## src/rtl/truth_table_scanner_if.sv

```systemverilog
// ============================================================================
// Module   : truth_table_scanner_if
// Purpose  : Host/function-side bundle of the truth-table scanner.
// Revision : 1.0 - initial release
// ============================================================================
`default_nettype none

interface truth_table_scanner_if;
   logic        start;
   logic        abort;
   logic        f_in;
   logic        a;
   logic        b;
   logic        c;
   logic        d;
   logic        en_out;
   logic        busy;
   logic        done;
   logic [15:0] table_out;
   logic [4:0]  ones_cnt;

   modport master (
      output start, abort, f_in,
      input  a, b, c, d, en_out, busy, done, table_out, ones_cnt
   );

   modport slave (
      input  start, abort, f_in,
      output a, b, c, d, en_out, busy, done, table_out, ones_cnt
   );
endinterface

`default_nettype wire

```

## src/rtl/truth_table_scanner.sv

```systemverilog
// ============================================================================
// Module   : truth_table_scanner
// Purpose  : Sweeps a 4-input function through all 16 codes and records its
//            truth table plus the count of 1 minterms.
// Revision : 1.0 - initial release
// ============================================================================
`default_nettype none

module truth_table_scanner #(
   parameter int SETTLE = 2
) (
   input  wire logic            clk,
   input  wire logic            rst_n,
   truth_table_scanner_if.slave bus
);

   typedef enum logic [1:0] {
      ST_IDLE   = 2'd0,
      ST_DRIVE  = 2'd1,
      ST_SAMPLE = 2'd2,
      ST_FINISH = 2'd3
   } state_t;

   localparam logic [3:0] c_settle_last = 4'(SETTLE - 1);

   state_t      r_state;
   logic [3:0]  r_index;
   logic [3:0]  r_settle;
   logic [15:0] r_table;
   logic [4:0]  r_ones;
   logic        r_busy;
   logic        r_en;
   logic        r_done;

   // Index is forced to 0 on every exit from DRIVE/SAMPLE, so it can feed
   // the code outputs directly and still read 0 outside a scan.
   assign bus.a         = r_index[3];
   assign bus.b         = r_index[2];
   assign bus.c         = r_index[1];
   assign bus.d         = r_index[0];
   assign bus.en_out    = r_en;
   assign bus.busy      = r_busy;
   assign bus.done      = r_done;
   assign bus.table_out = r_table;
   assign bus.ones_cnt  = r_ones;

   always_ff @(posedge clk) begin
      if (!rst_n) begin
         r_state  <= ST_IDLE;
         r_index  <= 4'd0;
         r_settle <= 4'd0;
         r_table  <= 16'd0;
         r_ones   <= 5'd0;
         r_busy   <= 1'b0;
         r_en     <= 1'b0;
         r_done   <= 1'b0;
      end else begin
         r_done <= 1'b0;
         case (r_state)
            ST_IDLE: begin
               if (bus.start) begin
                  r_state  <= ST_DRIVE;
                  r_index  <= 4'd0;
                  r_settle <= 4'd0;
                  r_table  <= 16'd0;
                  r_ones   <= 5'd0;
                  r_busy   <= 1'b1;
                  r_en     <= 1'b1;
               end
            end

            ST_DRIVE: begin
               if (bus.abort) begin
                  r_state  <= ST_IDLE;
                  r_index  <= 4'd0;
                  r_settle <= 4'd0;
                  r_busy   <= 1'b0;
                  r_en     <= 1'b0;
               end else begin
                  r_settle <= r_settle + 4'd1;
                  if (r_settle == c_settle_last) begin
                     r_state <= ST_SAMPLE;
                  end
               end
            end

            ST_SAMPLE: begin
               // Abort wins over the sample: the current code is not recorded.
               if (bus.abort) begin
                  r_state  <= ST_IDLE;
                  r_index  <= 4'd0;
                  r_settle <= 4'd0;
                  r_busy   <= 1'b0;
                  r_en     <= 1'b0;
               end else begin
                  r_table[r_index] <= bus.f_in;
                  r_ones           <= r_ones + 5'(bus.f_in);
                  r_settle         <= 4'd0;
                  if (r_index == 4'd15) begin
                     r_state <= ST_FINISH;
                     r_index <= 4'd0;
                     r_busy  <= 1'b0;
                     r_en    <= 1'b0;
                     r_done  <= 1'b1;
                  end else begin
                     r_state <= ST_DRIVE;
                     r_index <= r_index + 4'd1;
                  end
               end
            end

            ST_FINISH: begin
               r_state <= ST_IDLE;
            end

            default: begin
               r_state <= ST_IDLE;
            end
         endcase
      end
   end

endmodule

`default_nettype wire

```

## src/flat_wrapper.sv

```systemverilog
// flat-port wrapper written by rule: the top's interface ports become plain ports
module truth_table_scanner_flat 
#(
   parameter int SETTLE = 2
)
  (clk, rst_n, bus_start, bus_abort, bus_f_in, bus_a, bus_b, bus_c, bus_d, bus_en_out, bus_busy, bus_done, bus_table_out, bus_ones_cnt);
  truth_table_scanner_if bus_i ();
  input  wire logic clk;
  input  wire logic rst_n;
  input wire logic [$bits(bus_i.start)-1:0] bus_start;
  input wire logic [$bits(bus_i.abort)-1:0] bus_abort;
  input wire logic [$bits(bus_i.f_in)-1:0] bus_f_in;
  output wire logic [$bits(bus_i.a)-1:0] bus_a;
  output wire logic [$bits(bus_i.b)-1:0] bus_b;
  output wire logic [$bits(bus_i.c)-1:0] bus_c;
  output wire logic [$bits(bus_i.d)-1:0] bus_d;
  output wire logic [$bits(bus_i.en_out)-1:0] bus_en_out;
  output wire logic [$bits(bus_i.busy)-1:0] bus_busy;
  output wire logic [$bits(bus_i.done)-1:0] bus_done;
  output wire logic [$bits(bus_i.table_out)-1:0] bus_table_out;
  output wire logic [$bits(bus_i.ones_cnt)-1:0] bus_ones_cnt;
  assign bus_i.start = bus_start;
  assign bus_i.abort = bus_abort;
  assign bus_i.f_in = bus_f_in;
  assign bus_a = bus_i.a;
  assign bus_b = bus_i.b;
  assign bus_c = bus_i.c;
  assign bus_d = bus_i.d;
  assign bus_en_out = bus_i.en_out;
  assign bus_busy = bus_i.busy;
  assign bus_done = bus_i.done;
  assign bus_table_out = bus_i.table_out;
  assign bus_ones_cnt = bus_i.ones_cnt;
  truth_table_scanner #(.SETTLE(SETTLE)) u_core (.clk(clk), .rst_n(rst_n), .bus(bus_i));
endmodule
```

## config.mk

```make
export PLATFORM = sky130hd
export DESIGN_NAME = truth_table_scanner_flat
export DESIGN_NICKNAME = d
export VERILOG_FILES = /design/src/rtl/truth_table_scanner_if.sv /design/src/rtl/truth_table_scanner.sv /design/src/flat_wrapper.sv
export SDC_FILE = /design/constraint.sdc
export NUM_CORES = 1
export LEC_CHECK = 0
export CORE_ASPECT_RATIO = 0.9
export CORE_UTILIZATION = 45
export DETAILED_ROUTE_END_ITERATION = 10
export GPL_TIMING_DRIVEN = 0
export PLACE_DENSITY = 0.74
export SLEW_MARGIN = 0
export SYNTH_ARGS = -nofsm -noshare
export SYNTH_HDL_FRONTEND = slang
export SYNTH_SLANG_ARGS = --single-unit
```

## constraint.sdc

```tcl
create_clock -name clk -period 2.3 [get_ports clk]
set_input_delay 0.46 -clock clk [delete_from_list [all_inputs] [get_ports clk]]
set_output_delay 0.46 -clock clk [all_outputs]
set_load 0.005 [all_outputs]
```

==> results of run 1 <==
==> per-layer routing <==
metal	vias up	part of all wire	wire length, um	GRT usage
met1	761	0.50	2040	0.291
li1	819	-	-	-
met4	0	0.016	63	0.0744
met5	-	0	0	0
met2	39	0.43	1760	0.320
met3	9	0.048	195	0.0685
==> worst max-delay path by stage <==
stage / from / endpoint / slack [ns] / cells past startpoint
finish: bus_abort / u_core.bus.table_out[6] / 0.27 / 7
floorplan: u_core.r_state[0] / u_core.r_index[3] / 0.56 / 7
CTS: u_core.r_state[0] / u_core.bus.table_out[2] / 0.27 / 8
global placement: bus_abort / u_core.bus.table_out[1] / -0.04 / 7
global route: u_core.r_state[0] / u_core.bus.table_out[7] / 0.08 / 8
detailed placement: bus_abort / u_core.bus.table_out[2] / -0.03 / 7
==> stage by stage <==
stage / util / cells / cell area [um^2]
2_1_floorplan: - / 209 / 1750
3_3_place_gp: 0.569 / 286 / 2120
3_5_place_dp: 0.569 / 286 / 2120
4_1_cts: 0.600 / 294 / 2240
5_1_grt: 0.600 / 294 / 2240
6_report: 0.600 / 294 / 2240
==> synth_stat cells, types with 5 or more instances <==
cell type | n | area, um^2
dfxtp_1 | 33 | 661
nand2_1 | 19 | 71.3
a21oi_1 | 18 | 90.1
nand3_1 | 13 | 65.1
nor2_1 | 13 | 48.8
ha_1 | 12 | 150
a21boi_0 | 11 | 82.6
o21ai_0 | 11 | 55.1
or2_2 | 10 | 62.6
inv_1 | 7 | 26.3
buf_2 | 6 | 30.0
nand4_1 | 5 | 31.3
o211ai_1 | 5 | 37.5
==> area by class of cell <==
| cell class | count | area [um^2] | area share |
|---|---|---|---|
| multi-input cells | 156 | 998 | 0.446 |
| flip-flops and latches | 33 | 661 | 0.295 |
| repair buffers | 31 | 310 | 0.139 |
| clock buffers | 7 | 86.3 | 0.0386 |
| plain buffers | 13 | 68.8 | 0.0307 |
| well taps | 46 | 57.6 | 0.0257 |
| clock inverters | 1 | 30.0 | 0.0134 |
| inverters | 7 | 26.3 | 0.0117 |
==> flip-flops by register name, indices dropped and copies added (netlist names) <==
signal                cells
u_core.bus.table_out     16
u_core.bus.ones_cnt       5
u_core.r_index            4
u_core.r_settle           4
u_core.r_state            2
u_core.bus.done           1
u_core.bus.en_out         1
==> cell families after synthesis <==
family / Yosys count / share of synthesized area
buf+inv: 20 / 0.0542
mux: 2 / 0.0114
flops: 33 / 0.377
xor+xnor: 4 / 0.0200
simple gates: 78 / 0.233
compound gates: 60 / 0.219
fa+ha+maj: 12 / 0.0856
==> critical path: cells and delay by family <==
family | cells | cell delay [ns]
buf+inv | 3 | 1.12
simple gates | 1 | 0.06
compound gates | 3 | 0.59
==> power by group <==
part | switching (mW) | leakage, nW | internal (mW)
sequential | 0.0121 | 0.267 | 0.584
clock | 0.214 | 0.0585 | 0.353
combinational | 0.129 | 0.488 | 0.0830
==> reports/qor.csv, run 1 <==
metric;value;unit
dp_worst_setup_slack;-0.0295;ns
ctsRootBufferMaster;clkbuf_8;
fin_total_pwr;1.38;mW
synth_nets;226;
fp.dieH;61.2;um
cellPowerDensity;614;mW/mm^2
hp-start;u_core.bus.table_out[14];
synth_cells;209;
synth_edf_count;0;
cpPeakStageDelay;0.56;ns
start_kind;input pin;
grt_max_degree;11;
dieArea;0.00415;mm^2
fillerInstances;364;
grt_pass1_wl;6470;um
slew_violations;0;
synth_flop_cell;dfxtp_1;
firstDrtPassIters;7;
drt.antenna.violating_nets;0;
antenna_found_initial;0;
via_per_inst;5.54;
gr-usage-all-layers;0.214;
wire_per_inst;13.8;um
cap_violations;0;
maxSlewHeadroom;0.636;
cts_resized;0;
rr_worst_depth;8;
portBuffers;31;
place.gp.congestion;0.785;
crit_fanout;10;
crit_path_end_kind;register;
area_delta_synth_final;27.6;%
dp_hpwl;2930;um
coreArea;0.00373;mm^2
io_pins;33;
fin_crit_sh;0.881;
drc;2;
crit_arrival;2.24;ns
syn_area;0.00175;mm^2
postCtsSetupBuffers;0;
crit_required;2.52;ns
via_count;1628;
hold-path-cell-count;2;
fin_ws;0.274;ns
clk_pin_slew;0.07;ns
insertedDiodeCount;0;
r2r-start;u_core.r_state[0];
yosysSeqAreaShare;0.377;
syn_avg_cell_area;8.39;um^2
placementRows;21;
ys_seq_elements;33;
leakage;0.813;nW
crit_type;in -> reg;
skew;0.00827;ns
hold-path-endpoint;u_core.bus.table_out[14];
drive_gt1_frac;0.121;
max_freq;494;MHz
cp_slowest_cell;clkdlybuf4s50_1;
timing.hold.ws;0.471;ns
layout.nets;264;
tns;0;ns
grt_setup_unrepaired;false;
violations;design-rule violations;
htreeDepth;2;
cts_tree;built;
synth.distinct_cells;43;
worstMarginPinSlew;0.545;ns
async_flop_share;0;
rrSetupSlack;0.27;ns
cts_max_path_buffers;2;
grt_pass1_vias;1402;
peakVddDrop;0.408;mV
min_period;2.03;ns
worstReg2RegEnd;u_core.bus.table_out[6];
hold_violations;0;
die_w;67.8;um
outcome;finished with violations;
insertion_delay;0.29;ns
drtIter0Drc;59;
layout_common_cells;dfxtp_1 (33), clkdlybuf4s50_1 (31), nand2_1 (19);
final_common_cell;dfxtp_1;
cts_made_buffers;5;
cts.sinks;33;
initial_utilization;0.470;
overflow;0;
crit_chain;clkdlybuf4s50_1, nor2b_1, buf_2, o21ai_1, clkbuf_1, o21ai_0, a21oi_1;
hp-class;reg -> reg;
ctsHoldBuffers;0;
yosysWarnings;0;
setup_viol;0;
wl;4060;um
(Power assumes the default switching activity.)
==> run 2, diff against run 1 <==
SLEW_MARGIN = default   (was 0)
==> results of run 2 <==
Same layout as run 1: the final DEF is identical, and so are final timing and power.
==> run 3, diff against run 2 <==
CAP_MARGIN = 20   (was default)
MAX_ROUTING_LAYER = met4   (was default)
SKIP_CTS_REPAIR_TIMING = 1   (was default)
==> run 3 against run 2 <==
  * The flow still finishes with violations (design-rule violations)
  * Die area is the same
  * Core utilization is the same
  * Cell area is the same
  * Global-route usage grew 0.69 points
  * Sequential share of layout area unchanged
  * Power barely moved
  * Combinational power hardly changed
  * Critical endpoint is now u_core.bus.table_out[1]
  * Via count down 0.43%
  * Critical path depth grew 1
  * First-iteration DRC count is 15% higher
  * Non-clock buffer count unchanged
==> reports/qor.csv, run 3 (synthesis results as in run 1) <==
metric;value;unit
gr-usage-all-layers;0.221;
start_kind;register;
portBuffers;31;
crit_arrival;2.25;ns
place.gp.congestion;0.796;
skew;0.00977;ns
cellPowerDensity;615;mW/mm^2
grt_pass1_vias;1403;
violations;design-rule violations;
setup_viol;0;
dieArea;0.00415;mm^2
crit_path_end_kind;register;
via_per_inst;5.51;
hold_violations;0;
max_freq;492;MHz
min_period;2.03;ns
firstDrtPassIters;7;
drc;2;
antenna_found_initial;0;
leakage;0.813;nW
initial_utilization;0.470;
final_util;0.600;
layout.nets;264;
htreeDepth;2;
crit_fanout;10;
layout_common_cells;dfxtp_1 (33), clkdlybuf4s50_1 (31), nand2_1 (19);
clk_pin_slew;0.07;ns
stdcell_area;0.00224;mm^2
insertion_delay;0.29;ns
drive_gt1_frac;0.121;
insertedDiodeCount;0;
dp_worst_setup_slack;-0.0295;ns
worstMarginPinSlew;0.546;ns
peakVddDrop;0.407;mV
slew_violations;0;
wire_per_inst;13.8;um
placed_area;0.00212;mm^2
outcome;finished with violations;
grt_pass1_wl;6480;um
cts_made_buffers;5;
cts.sinks;33;
dp_hpwl;2930;um
ctsRootBufferMaster;clkbuf_8;
cap_violations;0;
drtIter0Drc;68;
drt.antenna.violating_nets;0;
crit_required;2.52;ns
hp-class;reg -> reg;
grt_max_degree;11;
fin_crit_sh;0.884;
via_count;1621;
placementRows;21;
wl;4060;um
cts_max_path_buffers;2;
io_pins;33;
die_w;67.8;um
final_common_cell;dfxtp_1;
fin_ws;0.266;ns
area_delta_synth_final;27.6;%
fp.dieH;61.2;um
coreArea;0.00373;mm^2
cts_tree;built;
crit_type;reg -> reg;
largest_reg_flops;16;
overflow;0;
grt_setup_unrepaired;false;
maxSlewHeadroom;0.636;
timing.hold.ws;0.471;ns
==> run 3: critical path: stages, from the launching register on <==
cell and delay [ns]:
dfxtp_1 0.39, inv_1 0.08, ha_1 0.20, nor2b_1 0.12, buf_2 0.19, o21ai_1 0.29, clkbuf_1 0.37, o21ai_0 0.16
a21oi_1 0.15
==> run 3: per-layer routing <==
layer | share of wire | global-route usage | vias up
li1 | - | - | 819
met2 | 0.44 | 0.320 | 36
met1 | 0.51 | 0.292 | 757
met4 | 0.016 | 0.0744 | 0
met5 | 0 | - | -
met3 | 0.041 | 0.0667 | 9
==> run 3: where the power goes <==
part / internal (mW) / switching [mW] / total [mW]
combinational: 0.0830 / 0.129 / 0.212
sequential: 0.584 / 0.0121 / 0.596
clock: 0.353 / 0.215 / 0.568
==> run 3: final timing paths <==
path / start / slack [ns] / to / depth (start not counted)
setup / recovery: u_core.r_state[0] / 0.27 / u_core.bus.table_out[1] / 8
hold reg to reg: u_core.bus.table_out[14] / 0.47 / u_core.bus.table_out[14] / 2
setup reg to reg: u_core.r_state[0] / 0.27 / u_core.bus.table_out[1] / 8
hold / removal: u_core.bus.table_out[14] / 0.47 / u_core.bus.table_out[14] / 2
==> run 3: area by class of cell <==
| type | instances | area [um^2] |
|---|---|---|
| timing repair buffer | 31 | 310 |
| tap | 46 | 57.6 |
| inverter | 7 | 26.3 |
| buffer | 13 | 68.8 |
| sequential | 33 | 661 |
| multi-input combinational | 156 | 998 |
| fill | 364 | 1490 |
| clock buffer | 7 | 86.3 |
| clock inverter | 1 | 30.0 |
==> run 3: metrics by stage <==
stage / TNS [ns] / power, mW / cells
2_1_floorplan: 0 / 0.753 / 209
3_3_place_gp: -0.344 / 0.818 / 286
3_5_place_dp: -0.192 / 0.820 / 286
4_1_cts: 0 / 1.39 / 294
5_1_grt: 0 / 1.43 / 294
6_report: 0 / 1.38 / 294
